--- src/rtl/plt_tree_pipe.sv ---
// Programmable LUT tree: a K-ary tree of K-input LUTs reduces N inputs to one bit.
// Holds serial/parallel configuration, readback, and a pipelined evaluation path with valid tracking.

module plt_lut #(
  parameter int K = 2
) (
  input  logic [(1<<K)-1:0] cfg,
  input  logic [K-1:0]      sel,
  output logic              y
);
  assign y = cfg[sel];
endmodule

module plt_tree_pipe #(
  parameter  int N        = 8,
  parameter  int K        = 2,
  parameter  int PIPE     = 1,
  localparam int NUM_LUTS = (N - 1) / (K - 1),
  localparam int ENT      = 1 << K,
  localparam int CFG_W    = NUM_LUTS * ENT
) (
  input  logic             clk,
  input  logic             clear_n,
  input  logic [1:0]       mode,
  input  logic             cfg_in,
  input  logic             cfg_valid,
  input  logic [CFG_W-1:0] scan_in,
  input  logic             scan_enable,
  input  logic [N-1:0]     data_in,
  input  logic             in_valid,
  output logic             out,
  output logic             out_valid,
  output logic             cfg_done,
  output logic [CFG_W-1:0] scan_out,
  output logic             rb_out,
  output logic             busy
);

  typedef enum logic [1:0] {
    M_CFG  = 2'b00,
    M_USE  = 2'b01,
    M_TEST = 2'b10,
    M_LOAD = 2'b11
  } mode_e;

  function automatic int calc_levels(input int n, input int k);
    int l;
    int p;
    l = 0;
    p = 1;
    while (p < n) begin
      p = p * k;
      l++;
    end
    return l;
  endfunction

  // LUT index of the first LUT at tree level lv (level 0 starts at 0).
  function automatic int lvl_base(input int n, input int k, input int lv);
    int b;
    int c;
    b = 0;
    c = n / k;
    for (int i = 0; i < lv; i++) begin
      b += c;
      c = c / k;
    end
    return b;
  endfunction

  function automatic int lvl_cnt(input int n, input int k, input int lv);
    int c;
    c = n / k;
    for (int i = 0; i < lv; i++) c = c / k;
    return c;
  endfunction

  localparam int LEVELS = calc_levels(N, K);
  localparam int LAT    = (PIPE != 0) ? LEVELS : 1;
  localparam int STAGES = LAT - 1;
  localparam int PTR_W  = $clog2(CFG_W);
  localparam int SRC_W  = (NUM_LUTS > 1) ? NUM_LUTS - 1 : 1;

  logic [CFG_W-1:0] shadow, active, shifted;
  logic [PTR_W-1:0] cnt, ptr;
  logic             accept;
  logic [STAGES:0]  vld_pipe;
  logic [NUM_LUTS-1:0] node;
  logic [SRC_W-1:0] src;

  assign shifted = {shadow[CFG_W-2:0], cfg_in};
  assign accept  = (mode == M_USE) && in_valid;

  // Shadow collects serial bits; active only changes on a full-length commit or parallel load.
  always_ff @(posedge clk or negedge clear_n) begin
    if (!clear_n) begin
      shadow   <= '0;
      active   <= '0;
      cnt      <= '0;
      cfg_done <= 1'b0;
    end else begin
      cfg_done <= 1'b0;
      if (mode == M_CFG && cfg_valid) begin
        shadow <= shifted;
        if (cnt == PTR_W'(CFG_W - 1)) begin
          active   <= shifted;
          cnt      <= '0;
          cfg_done <= 1'b1;
        end else begin
          cnt <= cnt + PTR_W'(1);
        end
      end else if (mode == M_LOAD && scan_enable) begin
        shadow   <= scan_in;
        active   <= scan_in;
        cnt      <= '0;
        cfg_done <= 1'b1;
      end
    end
  end

  always_ff @(posedge clk or negedge clear_n) begin
    if (!clear_n) begin
      ptr      <= '0;
      scan_out <= '0;
      rb_out   <= 1'b0;
    end else if (mode == M_TEST) begin
      if (scan_enable) begin
        scan_out <= active;
      end else begin
        rb_out <= active[PTR_W'(CFG_W - 1) - ptr];
        ptr    <= (ptr == PTR_W'(CFG_W - 1)) ? '0 : ptr + PTR_W'(1);
      end
    end else begin
      ptr <= '0;
    end
  end

  // Valid tracking runs in every mode so in-flight vectors always drain.
  always_ff @(posedge clk or negedge clear_n) begin
    if (!clear_n) begin
      vld_pipe <= '0;
    end else begin
      vld_pipe[0] <= accept;
      for (int i = 1; i <= STAGES; i++) vld_pipe[i] <= vld_pipe[i-1];
    end
  end

  assign out_valid = vld_pipe[STAGES];
  assign busy      = |vld_pipe;

  for (genvar l = 0; l < LEVELS; l++) begin : g_lvl
    localparam int BASE  = lvl_base(N, K, l);
    localparam int PBASE = (l == 0) ? 0 : lvl_base(N, K, l - 1);
    localparam int CNT   = lvl_cnt(N, K, l);
    for (genvar j = 0; j < CNT; j++) begin : g_lut
      logic [K-1:0] sel;
      if (l == 0) begin : g_leaf
        assign sel = data_in[K*j +: K];
      end else begin : g_inner
        assign sel = src[PBASE + K*j +: K];
      end
      plt_lut #(.K(K)) u_lut (
        .cfg (active[(BASE + j)*ENT +: ENT]),
        .sel (sel),
        .y   (node[BASE + j])
      );
    end
  end

  if (PIPE != 0) begin : g_pipe
    logic [NUM_LUTS-1:0] node_q, lut_en;

    // Each level's registers load when the vector entering that level is valid.
    for (genvar l = 0; l < LEVELS; l++) begin : g_en
      localparam int BASE = lvl_base(N, K, l);
      localparam int CNT  = lvl_cnt(N, K, l);
      if (l == 0) begin : g_first
        assign lut_en[BASE +: CNT] = {CNT{accept}};
      end else begin : g_next
        assign lut_en[BASE +: CNT] = {CNT{vld_pipe[l-1]}};
      end
    end

    always_ff @(posedge clk or negedge clear_n) begin
      if (!clear_n) begin
        node_q <= '0;
      end else begin
        for (int i = 0; i < NUM_LUTS; i++)
          if (lut_en[i]) node_q[i] <= node[i];
      end
    end

    assign src = node_q[SRC_W-1:0];
    assign out = node_q[NUM_LUTS-1];
  end else begin : g_comb
    logic out_q;

    always_ff @(posedge clk or negedge clear_n) begin
      if (!clear_n)    out_q <= 1'b0;
      else if (accept) out_q <= node[NUM_LUTS-1];
    end

    assign src = node[SRC_W-1:0];
    assign out = out_q;
  end

endmodule
--- config.mk ---
export PLATFORM = sky130hd
export DESIGN_NAME = plt_tree_pipe
export DESIGN_NICKNAME = d
export VERILOG_FILES = /design/src/rtl/plt_tree_pipe.sv
export SDC_FILE = /design/constraint.sdc
export NUM_CORES = 1
export LEC_CHECK = 0
export BUFFER_PORTS_ARGS = -buffer_cell sky130_fd_sc_hd__buf_2
export CELL_PAD_IN_SITES_DETAIL_PLACEMENT = 1
export CELL_PAD_IN_SITES_GLOBAL_PLACEMENT = 1
export CORE_ASPECT_RATIO = 0.7
export CORE_MARGIN = 3
export CORE_UTILIZATION = 44
export CTS_BUF_LIST = sky130_fd_sc_hd__clkbuf_16
export DETAILED_ROUTE_END_ITERATION = 6
export PLACE_DENSITY_LB_ADDON = 0.2
export SYNTH_ARGS = -nofsm -noshare
export SYNTH_HDL_FRONTEND = slang
export SYNTH_SLANG_ARGS = --single-unit
--- constraint.sdc ---
create_clock -name clk -period 2 [get_ports clk]
set_input_delay 0.4 -clock clk [delete_from_list [all_inputs] [get_ports clk]]
set_output_delay 0.4 -clock clk [all_outputs]
set_load 0.01 [all_outputs]
==> results.toml <==
[cells_and_area]
layout.nets = 578
syn_to_final_growth_pct = 18.2
antenna_cells = 0
drive_gt1_share_pct = 24.3

[pwr]
p_switching_mw = 1.69
intPower_mw = 4.01
seqPwrFrac_pct = 50.7
pwr-share-clk_pct = 30.4
p_leak_nw = 2.57
combPwrFrac_pct = 18.9
ir_drop_uv = 461
powerDensity_nw_per_um2 = 1020
swShare_pct = 29.7

[synthesis]
ys_warn_count = 0
synth_cell_types = 44
synth_nets = 502
synth_edf_count = 0
synth_most_common_cell = "dfrtp_1"
async_flop_share_pct = 100
synth_top_family_by_area = "simple AND/OR/NAND/NOR gates"
post_synth_main_area_contributors = "dfrtp_1, mux2i_1, nand2_1"
seq_area_frac_synth_pct = 55.5
ys.flop_type = "dfrtp_1"
muxShareOfSynthArea_pct = 14.0
synth.avg_cell_area_sq_um = 10.4
synth_top_cell_by_area = "dfrtp_1"
synthCells = 453
ys_top_cells_by_count = "dfrtp_1, nand2_1, nor2_1"
yosys.area_share.simple_pct = 15.9
synth_compound_area_share_pct = 9.54
synth-xor-area-share_pct = 0.370
ys_ff_latch = 105
syn-cell-area_sq_um = 4730
yosys.area_share.adder_pct = 1.32
yosys.area.top_type_share_pct = 55.5

[sta]
whs_ns = 0.337
tightestPinTransition_ns = 0.597
rsz0062_at_grt = "no"
finalCriticalPeriod_ns = 1.75
drv_slew = 0
setup_violations = 0
slew_headroom_pct = 60.2
final_hold_viol_count = 0
post-route-period-util_pct = 87.7
tns_ns = 0
fmax_mhz = 570
skew_ns = 0.00862

[route]
vias = 3676
drc_errors = 0
routed_wl_microns = 12600
wl_per_cell_microns = 19.0
drtIter0Drc = 170
first_pass_iters = 4
drtAntennaViolNets = 0
routed_via_density = 5.52

[clocking]
clock_latency_ns = 0.35
clkSlewWorstSetupHoldPaths_ns = 0.07
cts_made_buffers = 9
ctsLongestPathBuffers = 2
cts_root_buf = "clkbuf_16"
cts_setup_buffers = 0
h-tree-depth = 3
cts.sinks = 105
cts_tree = "yes"

[die]
start_util_pct = 45.4
core_area_sq_um = 10400
dieHeight_microns = 92.8
io_pins = 77
rows = 31
dieArea_sq_um = 12100
die_w_microns = 130

[global_route]
grt_pass1_vias = 3981
grtUsageTotal_pct = 22.6
grt_max_degree = 60
grt_first_pass_wirelength_microns = 20900
overflow = 0
antenna_found_initial = 0

[hold_path]
whs_path_depth = 3
hold_class = "primary input to flip-flop"

[outcome]
outcome = "finished, final reports clean"

[placement]
gp_congestion = 0.829
io_buffers = 76
hpwl_microns = 8930

[critical_path]
reg2reg_slack_ns = 0.25
crit_arrival_ns = 2.00
crit_required_ns = 2.25
r2r-end = "active[21]$_DFFE_PN0P_"
cp-start-kind = "flip-flop"
worstSetupEndpointType = "flip-flop"
cp_max_fo = 57
r2r.worst_path.cells = 6
setup.worst_path.class = "flip-flop to flip-flop"
r2r-start = "cnt[0]$_DFFE_PN0P_"
crit_start = "cnt[0]$_DFFE_PN0P_"
endpoint = "active[21]$_DFFE_PN0P_"

[job]
drv_cap = 0
[state kept, by name (all words and copies together) (netlist names)]
signal,count
ptr,5
cnt,5
vld_pipe,3
scan_out,28
rb_out,1
cfg_done,1
g_pipe.node_q,7
shadow,27
active,28
[power groups by stage]
stage                     logic, mW  clock network, mW  registers (mW)
final                          1.08               1.73            2.89
after global routing           1.22               1.86            2.94
after CTS                      1.10               1.77            2.89
after detailed placement       1.08                  0            2.92
after global placement         1.03                  0            2.89
after floorplan               0.616                  0            2.86
[worst min path at each step]
stage                 from                  endpoint  slack [ns]
2_1_floorplan      clear_n     active[0]$_DFFE_PN0P_        0.10
3_3_place_gp       clear_n  scan_out[20]$_DFFE_PN0P_        0.22
3_5_place_dp       clear_n  scan_out[20]$_DFFE_PN0P_        0.22
4_1_cts        scan_in[27]    active[27]$_DFFE_PN0P_        0.34
5_1_grt        scan_in[27]    active[27]$_DFFE_PN0P_        0.37
6_report       scan_in[27]    active[27]$_DFFE_PN0P_        0.34
[stage by stage]
step / util (%) / setup slack (ns) / cell area, sq um / power (mW) / instances
after floorplan: - / 0.360 / 4730 / 3.47 / 453
after global placement: 50.8 / 0.212 / 5300 / 3.92 / 649
after detailed placement: 50.8 / 0.144 / 5300 / 4.00 / 649
after CTS: 53.6 / 0.226 / 5590 / 5.76 / 666
after global routing: 53.6 / 0.106 / 5600 / 6.03 / 666
final: 53.6 / 0.245 / 5600 / 5.70 / 666
[metal layers]
metal / vias to the layer above / GRT usage [%] / wire length [microns]
li1: 1704 / - / -
met1: 1891 / 30.9 / 5760
met2: 67 / 36.4 / 6140
met3: 14 / 5.24 / 572
met4: 0 / 5.88 / 176
met5: - / 0 / 0
[critical path: stages (launching register included)]
cell,delay (ns)
dfrtp_1,0.38
ha_1,0.25
nand4b_1,0.26
o21ai_4,0.23
buf_12,0.26
nor2_1,0.07
a21oi_1,0.19
[kinds of logic (layout without fill, tap and decap cells)]
logic type	count (synthesis)	count (layout)
AND/OR/NAND/NOR	180	180
flip-flops	105	105
AO/OA/AOI/OAI	78	78
multiplexers	54	54
buffers and inverters	29	110
adder cells (fa/ha/maj)	5	5
XOR/XNOR	2	2
[final cells by class]
class | instances | area, sq um
clock buffers | 9 | 225
clock inverters | 7 | 61.3
fillers | 1174 | 4840
inverters | 3 | 11.3
multi-input cells | 319 | 1960
flip-flops and latches | 105 | 2630
well taps | 132 | 165
repair buffers | 91 | 548
[placed cells by master, fill, tap and decap left out, drive strengths merged, types with 4 or more instances in the layout]
master / Yosys / routed
a21oi: 58 / 58
buf: 19 / 90
clkbuf: 7 / 9
clkinv: 0 / 4
dfrtp: 105 / 105
ha: 5 / 5
mux2: 9 / 9
mux2i: 36 / 36
mux4: 9 / 9
nand2: 94 / 94
nand3: 10 / 10
nor2: 58 / 58
o21ai: 8 / 8
[repair_timing]
item                                   in CTS  in global routing
hold buffers                                1                  0
gates resized for setup                     0                  1
setup endpoints to repair                   0                  1
endpoints found under the hold margin       3                  0
Note: power is estimated with default switching activity, not from simulation.
